==> config.mk <==
export PLATFORM = sky130hd
export DESIGN_NAME = exibe_sequencia_flat
export DESIGN_NICKNAME = d
export VERILOG_FILES = /design/src/rtl/exibe_sequencia_pkg.sv /design/src/rtl/exibe_sequencia_if.sv /design/src/rtl/exibe_sequencia_contador_tempo.sv /design/src/rtl/exibe_sequencia.sv /design/src/flat_wrapper.sv
export SDC_FILE = /design/constraint.sdc
export NUM_CORES = 1
export LEC_CHECK = 0
export ABC_AREA = 1
export BUFFER_PORTS_ARGS = -buffer_cell sky130_fd_sc_hd__buf_2
export CAP_MARGIN = 20
export CORE_ASPECT_RATIO = 0.5
export CORE_UTILIZATION = 40
export DETAILED_ROUTE_END_ITERATION = 10
export PLACE_DENSITY = 0.65
export SKIP_CTS_REPAIR_TIMING = 1
export SLEW_MARGIN = 25
export SYNTH_ARGS = -nofsm -noshare
export SYNTH_HDL_FRONTEND = slang
export SYNTH_SLANG_ARGS = --single-unit
==> constraint.sdc <==
create_clock -name clock -period 1.72 [get_ports clock]
set_input_delay 0 -clock clock [delete_from_list [all_inputs] [get_ports clock]]
set_output_delay 0 -clock clock [all_outputs]
set_load 0.03 [all_outputs]
==> src/rtl/exibe_sequencia_pkg.sv <==
// Shared types for the sequence-display controller of the memory game.
// State codes double as the debug codes shown on db_estado.
package exibe_sequencia_pkg;

  typedef enum logic [2:0] {
    OCIOSO  = 3'd0,
    PREPARA = 3'd1,
    ACENDE  = 3'd2,
    APAGA   = 3'd3,
    PROXIMO = 3'd4,
    FIM     = 3'd5
  } estado_t;

  localparam logic [3:0] DB_INVALIDO = 4'hD;

  localparam int T_ON_PADRAO  = 1000;
  localparam int T_OFF_PADRAO = 500;

  function automatic logic [3:0] codigo_db(estado_t e);
    logic [3:0] c;
    case (e)
      OCIOSO, PREPARA, ACENDE,
      APAGA, PROXIMO, FIM: c = {1'b0, e};
      default:             c = DB_INVALIDO;
    endcase
    return c;
  endfunction

endpackage

==> src/rtl/exibe_sequencia_if.sv <==
// Control/memory bus between the main control unit and the display block.
// master = control unit + memory side, slave = display block.
interface exibe_sequencia_if #(
  parameter int ADDR_W = 4,
  parameter int DATA_W = 4
);
  logic              iniciar;
  logic              cancela;
  logic [ADDR_W-1:0] limite;
  logic [DATA_W-1:0] dado;
  logic [ADDR_W-1:0] endereco;
  logic              ocupado;
  logic              pronto;

  modport master (
    output iniciar, cancela, limite, dado,
    input  endereco, ocupado, pronto
  );

  modport slave (
    input  iniciar, cancela, limite, dado,
    output endereco, ocupado, pronto
  );
endinterface

==> src/rtl/exibe_sequencia_contador_tempo.sv <==
// On/off timer shared by the lit and dark phases.
// fim is high while the count equals the selected terminal value.
module contador_tempo #(
  parameter int TIMER_W = 12
) (
  input  logic               clock,
  input  logic               reset,
  input  logic               zera,
  input  logic               conta,
  input  logic [TIMER_W-1:0] valor_final,
  output logic               fim
);

  logic [TIMER_W-1:0] cnt_q, cnt_d;

  always_comb begin
    cnt_d = cnt_q;
    if (zera)
      cnt_d = '0;
    else if (conta)
      cnt_d = cnt_q + 1'b1;
  end

  always_ff @(posedge clock or posedge reset) begin
    if (reset)
      cnt_q <= '0;
    else
      cnt_q <= cnt_d;
  end

  assign fim = (cnt_q == valor_final);

endmodule

==> src/rtl/exibe_sequencia.sv <==
// Sequence-display controller: walks memory 0..limite, lighting the
// LEDs for T_ON cycles and blanking for T_OFF cycles per item.
module exibe_sequencia
  import exibe_sequencia_pkg::*;
#(
  parameter int ADDR_W  = 4,
  parameter int DATA_W  = 4,
  parameter int TIMER_W = 12,
  parameter int T_ON    = T_ON_PADRAO,
  parameter int T_OFF   = T_OFF_PADRAO
) (
  input  logic              clock,
  input  logic              reset,
  exibe_sequencia_if.slave  bus,
  output logic [DATA_W-1:0] leds,
  output logic [3:0]        db_estado
);

  localparam logic [TIMER_W-1:0] TON_M1  = TIMER_W'(T_ON - 1);
  localparam logic [TIMER_W-1:0] TOFF_M1 = TIMER_W'(T_OFF - 1);

  estado_t           estado_q, estado_d;
  logic [ADDR_W-1:0] end_q, end_d;
  logic [ADDR_W-1:0] lim_q, lim_d;
  logic              pronto_q, pronto_d;
  logic              ocupado_q, ocupado_d;

  logic               zera, conta, fim_t;
  logic [TIMER_W-1:0] valor_final;
  logic               valido;

  contador_tempo #(.TIMER_W(TIMER_W)) u_tempo (
    .clock       (clock),
    .reset       (reset),
    .zera        (zera),
    .conta       (conta),
    .valor_final (valor_final),
    .fim         (fim_t)
  );

  always_comb begin
    estado_d    = estado_q;
    end_d       = end_q;
    lim_d       = lim_q;
    zera        = 1'b0;
    conta       = 1'b0;
    valor_final = TON_M1;
    case (estado_q)
      OCIOSO: begin
        zera = 1'b1;
        if (bus.iniciar) begin
          lim_d    = bus.limite;
          end_d    = '0;
          estado_d = PREPARA;
        end
      end
      PREPARA: begin
        zera     = 1'b1;
        estado_d = ACENDE;
      end
      ACENDE: begin
        valor_final = TON_M1;
        if (fim_t) begin
          zera     = 1'b1;
          estado_d = APAGA;
        end else begin
          conta = 1'b1;
        end
      end
      APAGA: begin
        valor_final = TOFF_M1;
        if (fim_t) begin
          zera     = 1'b1;
          estado_d = (end_q == lim_q) ? FIM : PROXIMO;
        end else begin
          conta = 1'b1;
        end
      end
      PROXIMO: begin
        end_d    = end_q + 1'b1;
        estado_d = PREPARA;
      end
      FIM: begin
        estado_d = OCIOSO;
      end
      default: begin
        zera     = 1'b1;
        estado_d = OCIOSO;
      end
    endcase
    // abort wins over everything, including a start in OCIOSO
    if (bus.cancela) begin
      estado_d = OCIOSO;
      end_d    = end_q;
      lim_d    = lim_q;
      zera     = 1'b1;
      conta    = 1'b0;
    end
  end

  assign pronto_d  = (estado_d == FIM);
  assign ocupado_d = (estado_d != OCIOSO);

  always_ff @(posedge clock or posedge reset) begin
    if (reset) begin
      estado_q  <= OCIOSO;
      end_q     <= '0;
      lim_q     <= '0;
      pronto_q  <= 1'b0;
      ocupado_q <= 1'b0;
    end else begin
      estado_q  <= estado_d;
      end_q     <= end_d;
      lim_q     <= lim_d;
      pronto_q  <= pronto_d;
      ocupado_q <= ocupado_d;
    end
  end

  assign db_estado    = codigo_db(estado_q);
  assign valido       = (db_estado != DB_INVALIDO);
  assign leds         = (estado_q == ACENDE) ? bus.dado : '0;
  assign bus.endereco = end_q;
  assign bus.pronto   = pronto_q & valido;
  assign bus.ocupado  = ocupado_q & valido;

endmodule
==> src/flat_wrapper.sv <==
// flat-port wrapper written by rule: the top's interface ports become plain ports
module exibe_sequencia_flat import exibe_sequencia_pkg::*;
#(
  parameter int ADDR_W  = 4,
  parameter int DATA_W  = 4,
  parameter int TIMER_W = 12,
  parameter int T_ON    = T_ON_PADRAO,
  parameter int T_OFF   = T_OFF_PADRAO
)
  (clock, reset, leds, db_estado, bus_iniciar, bus_cancela, bus_limite, bus_dado, bus_endereco, bus_ocupado, bus_pronto);
  exibe_sequencia_if #(.ADDR_W(ADDR_W), .DATA_W(DATA_W)) bus_i ();
  input  logic clock;
  input  logic reset;
  output logic [DATA_W-1:0] leds;
  output logic [3:0] db_estado;
  input wire logic [$bits(bus_i.iniciar)-1:0] bus_iniciar;
  input wire logic [$bits(bus_i.cancela)-1:0] bus_cancela;
  input wire logic [$bits(bus_i.limite)-1:0] bus_limite;
  input wire logic [$bits(bus_i.dado)-1:0] bus_dado;
  output wire logic [$bits(bus_i.endereco)-1:0] bus_endereco;
  output wire logic [$bits(bus_i.ocupado)-1:0] bus_ocupado;
  output wire logic [$bits(bus_i.pronto)-1:0] bus_pronto;
  assign bus_i.iniciar = bus_iniciar;
  assign bus_i.cancela = bus_cancela;
  assign bus_i.limite = bus_limite;
  assign bus_i.dado = bus_dado;
  assign bus_endereco = bus_i.endereco;
  assign bus_ocupado = bus_i.ocupado;
  assign bus_pronto = bus_i.pronto;
  exibe_sequencia #(.ADDR_W(ADDR_W), .DATA_W(DATA_W), .TIMER_W(TIMER_W), .T_ON(T_ON), .T_OFF(T_OFF)) u_core (.clock(clock), .reset(reset), .bus(bus_i), .leds(leds), .db_estado(db_estado));
endmodule
# Word level (Yosys, flattened, before mapping)
# Cells that the tools add are included.
word_totals:
  inputBits: 12
  out_inout_bits: 14
  reg_bits: 25
classes:
  n_eq_ne: 10
  n_mux: 19
  addsub: 2
  reduce_logical: 9
  n_bitwise: 3
op_table:
  columns: ["op", "n"]
  rows:
  - ["$mux 12", 2]
  - ["$pmux 3 s5", 1]
  - ["$add 12x1->12 const B", 1]
  - ["$eq 12x12->1", 1]
  - ["$mux 3", 4]
  - ["$mux 4", 3]
  - ["$mux 10", 1]
  - ["$eq 3x3->1 const B", 3]
  - ["$pmux 4 s2", 1]
  - ["$eq 3x2->1 const B", 2]
  - ["$mux 1", 6]
  - ["$reduce_and 3->1", 2]
  - ["$reduce_or 6->1", 1]
  - ["$add 4x1->4 const B", 1]
  - ["$eq 4x4->1", 1]
  - ["$ne 4x4->1 const B", 1]
  - ["$reduce_bool 2->1", 2]
  - ["$reduce_or 2->1", 2]
  - ["$eq 3x1->1 const B", 1]
  - ["$logic_not 3->1", 1]
  - ["$reduce_bool 3->1", 1]
  - ["$and 1x1->1", 2]
  - ["$ne 2x2->1 const B", 1]
  - ["$pmux 1 s2", 1]
  - ["$not 1->1", 1]

# Logic depth before layout (Yosys ltp)
logic_depth:
  ltp_word: 8
  mapped_depth: 12
  depth_no_buf: 12

# Hierarchy
# Synthesis repeated with hierarchy kept, for this count alone.
unflattened:
  hier_cells: 226
  hier_area_um2: 1595.3
by_module_without_submodules:
  columns: ["mod", "cells_each", "area_each_um2", "instances"]
  rows:
  - ["contador_tempo", 116, 834.6, 1]
  - ["exibe_sequencia", 110, 760.7, 1]

# Worst setup path after synthesis
# No wires, ideal clock.
synth_timing:
  path_type: "reg-to-output"
  startpoint: "register u_core.estado_q[2]"
  endpoint: "output port leds[0]"
  slack_ns: 0.082
  required_ns: 1.720
  n_path_buf: 1
  stages_incl_launch_ff: 5
  arrival_time_ns: 1.638
  cell_sequence: "dfrtp_1 buf_6 nor2_1 nand2_1 nor2_1"
synth_between:
  elab_chain_len: 2
synth_lines:
  columns: ["element", "line_no", "source"]
  rows:
  - ["from (decl)", "exibe_sequencia.sv:22", "estado_t estado_q, estado_d;"]
  - ["from (signal assigned)", "exibe_sequencia.sv:112", "estado_q <= estado_d;"]
  - ["$eq 3x2->1", "exibe_sequencia.sv:122", "assign leds = (estado_q == ACENDE) ? bus.dado : '0;"]
  - ["$mux 4", "exibe_sequencia.sv:122", null]
  - ["to (decl)", "flat_wrapper.sv:14", "output logic [DATA_W-1:0] leds;"]
# Every way passes these cells.

# Worst setup path after layout
layout_timing:
  startpoint: "register u_core.estado_q[2]"
  endpoint: "register u_core.lim_q[0]"
layout_between:
  elab_chain_len: 2
layout_lines:
  columns: ["element", "line_no", "source"]
  rows:
  - ["$logic_not 3->1", "exibe_sequencia.sv:48", "case (estado_q)"]
  - ["$reduce_and 3->1 (no line)", null, null]
  - ["to (signal assigned)", "exibe_sequencia.sv:114", "lim_q <= lim_d;"]
  - ["to (decl)", "exibe_sequencia.sv:24", "logic [ADDR_W-1:0] lim_q, lim_d;"]
# Every way passes these cells.
# A chain may end at the register's enable or synchronous reset.

==> impl_metrics.json <==
{
  "gp_congestion": 0.880,
  "hold_path_class": "input port to register",
  "drive_gt1_share_pct": 24.2,
  "violations": "negative hold slack",
  "ff2ff_path_depth": 3,
  "ys_async_sr_fraction_pct": 100,
  "die_h_um": 44.6,
  "tightest_slew_ps": 450,
  "finClkSkew_ps": 4.54,
  "dr.first_iter.drc_count": 55,
  "h-tree-depth": 1,
  "grt_overflow": 0,
  "antenna_found_initial": 0,
  "worstHoldStart": "bus_limite[1]",
  "post-route-min-period_ps": 1540,
  "synth_seq_area_share_pct": 43.0,
  "grt_first_pass_wirelength_mm": 4.80,
  "post-route-drc-count": 0,
  "vias": 1253,
  "clk_pin_slew_ps": 90,
  "stdcell_count": 274,
  "final-setup-viol-count": 0,
  "rsz0062_at_grt": "false",
  "synthTopCellsByCount": "nand2_1, inv_1, nor2_1, dfrtp_1, nand3_1",
  "relSlewSlack_pct": 70.0,
  "grt_pass1_vias": 1122,
  "synthCells": 191,
  "core_area_mm2": 0.00345,
  "cts.path.max_buffers": 2,
  "r2r-end": "u_core.lim_q[0]$_DFFE_PP0P_",
  "synthesis.nets": 205,
  "reg2reg_from": "u_core.estado_q[2]$_DFF_PP0_",
  "area_growth_syn_to_layout_pct": 18.3,
  "yosys.area.top_type": "dfrtp_1",
  "dr.pass1.iters": 4,
  "syn_area_per_cell_um2": 7.61,
  "yosys_warnings": 0,
  "worstPathArrival_ps": 1700,
  "synth.most_common_cell": "nand2_1",
  "dp.final_hpwl_mm": 2.21,
  "dieWidth_um": 87.3,
  "critPathCaptureType": "register",
  "synth_edf_count": 0,
  "cts_root_buf": "clkbuf_8",
  "synth_cell_types": 27,
  "place_inst": 266,
  "syn_area_mm2": 0.00145,
  "cp_max_fo": 11,
  "synth_ff_type": "dfrtp_1",
  "clock.fmax_mhz": 649,
  "powerDensity_mw_per_mm2": 672,
  "wl_per_cell_um": 10.5,
  "setup.worst_path.start": "u_core.estado_q[2]$_DFF_PP0_",
  "clock_latency_ps": 270,
  "via_per_inst": 4.57,
  "grt_max_degree": 26,
  "slew_viol_final": 0,
  "r2r_setup_slack_ps": 180,
  "port_buffers": 25,
  "hold_depth": 3,
  "synth_top_area_share_pct": 43.0,
  "dieArea_mm2": 0.00389,
  "path_class": "register to register",
  "finalCritPeriodShare_pct": 89.6,
  "max-vdd-ir-drop_mv": 0.273,
  "cts_tree": "done",
  "io_pins": 26,
  "cts_buffers": 3,
  "final_antenna_net_count": 0,
  "synth-seq-cells": 25,
  "maxCapViolations": 0,
  "synth_area_leaders": "dfrtp_1, nand2_1, inv_1, nor2_1, xor2_1",
  "hold_end": "u_core.lim_q[1]$_DFFE_PP0P_",
  "initial_core_util_pct": 42.1,
  "whs_ps": -8.19,
  "fin_setup_tns_ps": 0,
  "grt_use_total_pct": 16.4,
  "diodes": 0,
  "cts_sinks": 25,
  "nets": 238,
  "hold_viol_final": 2,
  "routed_wl_mm": 2.89,
  "rows": 15,
  "status": "complete, but fails checks",
  "start_kind": "register",
  "p_leak_nw": 0.877,
  "required_ps": 1880
}
==> sequential cells by signal (all words and copies together), names as in the netlist <==
name / flops
u_core.u_tempo.cnt_q: 12
u_core.pronto_q: 1
u_core.lim_q: 4
u_core.ocupado_q: 1
u_core.bus.endereco: 4
u_core.estado_q: 3
==> worst max-delay path by stage <==
stage,end,slack (ps)
after global placement,u_core.lim_q[0]$_DFFE_PP0P_,210
after CTS,u_core.lim_q[0]$_DFFE_PP0P_,180
final,u_core.lim_q[0]$_DFFE_PP0P_,180
after detailed placement,u_core.lim_q[0]$_DFFE_PP0P_,210
after floorplan,leds[0],80
after global routing,leds[0],30
==> cell usage in the layout (no fill, tap or decap), types with 5 or more instances in the layout <==
cell,netlist,routed
nand2_2,5,5
nand3_1,8,8
nand2_1,40,40
xor2_1,6,6
nor2_2,6,6
inv_1,29,29
buf_2,0,25
inv_2,7,7
nor2_1,29,29
dfrtp_1,25,25
a21oi_1,7,7
==> logic make-up (layout without fill, tap and decap cells) <==
group                    Yosys count  in the layout  synth area share [%]
XOR/XNOR                           7              7                  4.22
multiplexers                       1              1                 0.774
buffers and inverters             38             70                  10.3
AND/OR/NAND/NOR                  101            101                  33.5
adder cells (fa/ha/maj)            2              2                  1.72
AO/OA/AOI/OAI                     17             17                  6.45
flip-flops                        25             25                  43.0
==> routing by layer <==
layer	part of all wire [%]	global-route usage, %	up-vias	wire [um]
li1	-	-	656	-
met1	50	21.0	569	1430
met2	46	28.1	26	1340
met3	3.4	3.92	2	99
met4	0.55	4.92	0	16
met5	0	0	-	0
==> worst max-delay path, stage by stage, from the launching register on <==
cell and delay [ps]:
dfrtp_1 550, nor2_1 280, nand3_2 240, mux2_1 360
==> power breakdown <==
group	switching [mW]	internal [mW]
Clock	0.182	0.166
Combinational	0.113	0.0633
Sequential	0.0187	0.614
Total	0.313	0.843
==> through the flow <==
stage          hold WS [ps]  power [mW]  instance area [um^2]  worst slack, ps  utilization [%]
2_1_floorplan          27.3       0.764                  1450             81.9                -
3_3_place_gp           61.8       0.811                  1640              211             47.4
3_5_place_dp           64.7       0.816                  1640              207             47.4
4_1_cts                -232        1.16                  1680              179             48.7
5_1_grt                15.4        1.22                  1720             31.6             49.8
6_report              -8.19        1.16                  1720              179             49.8
==> cell type report <==
class | instances | area (um^2)
multi-input cells | 128 | 678
fillers | 355 | 1730
repair buffers | 30 | 173
flip-flops and latches | 25 | 626
well taps | 51 | 63.8
clock buffers | 4 | 45.0
inverters | 36 | 135
(Power assumes the default switching activity.)
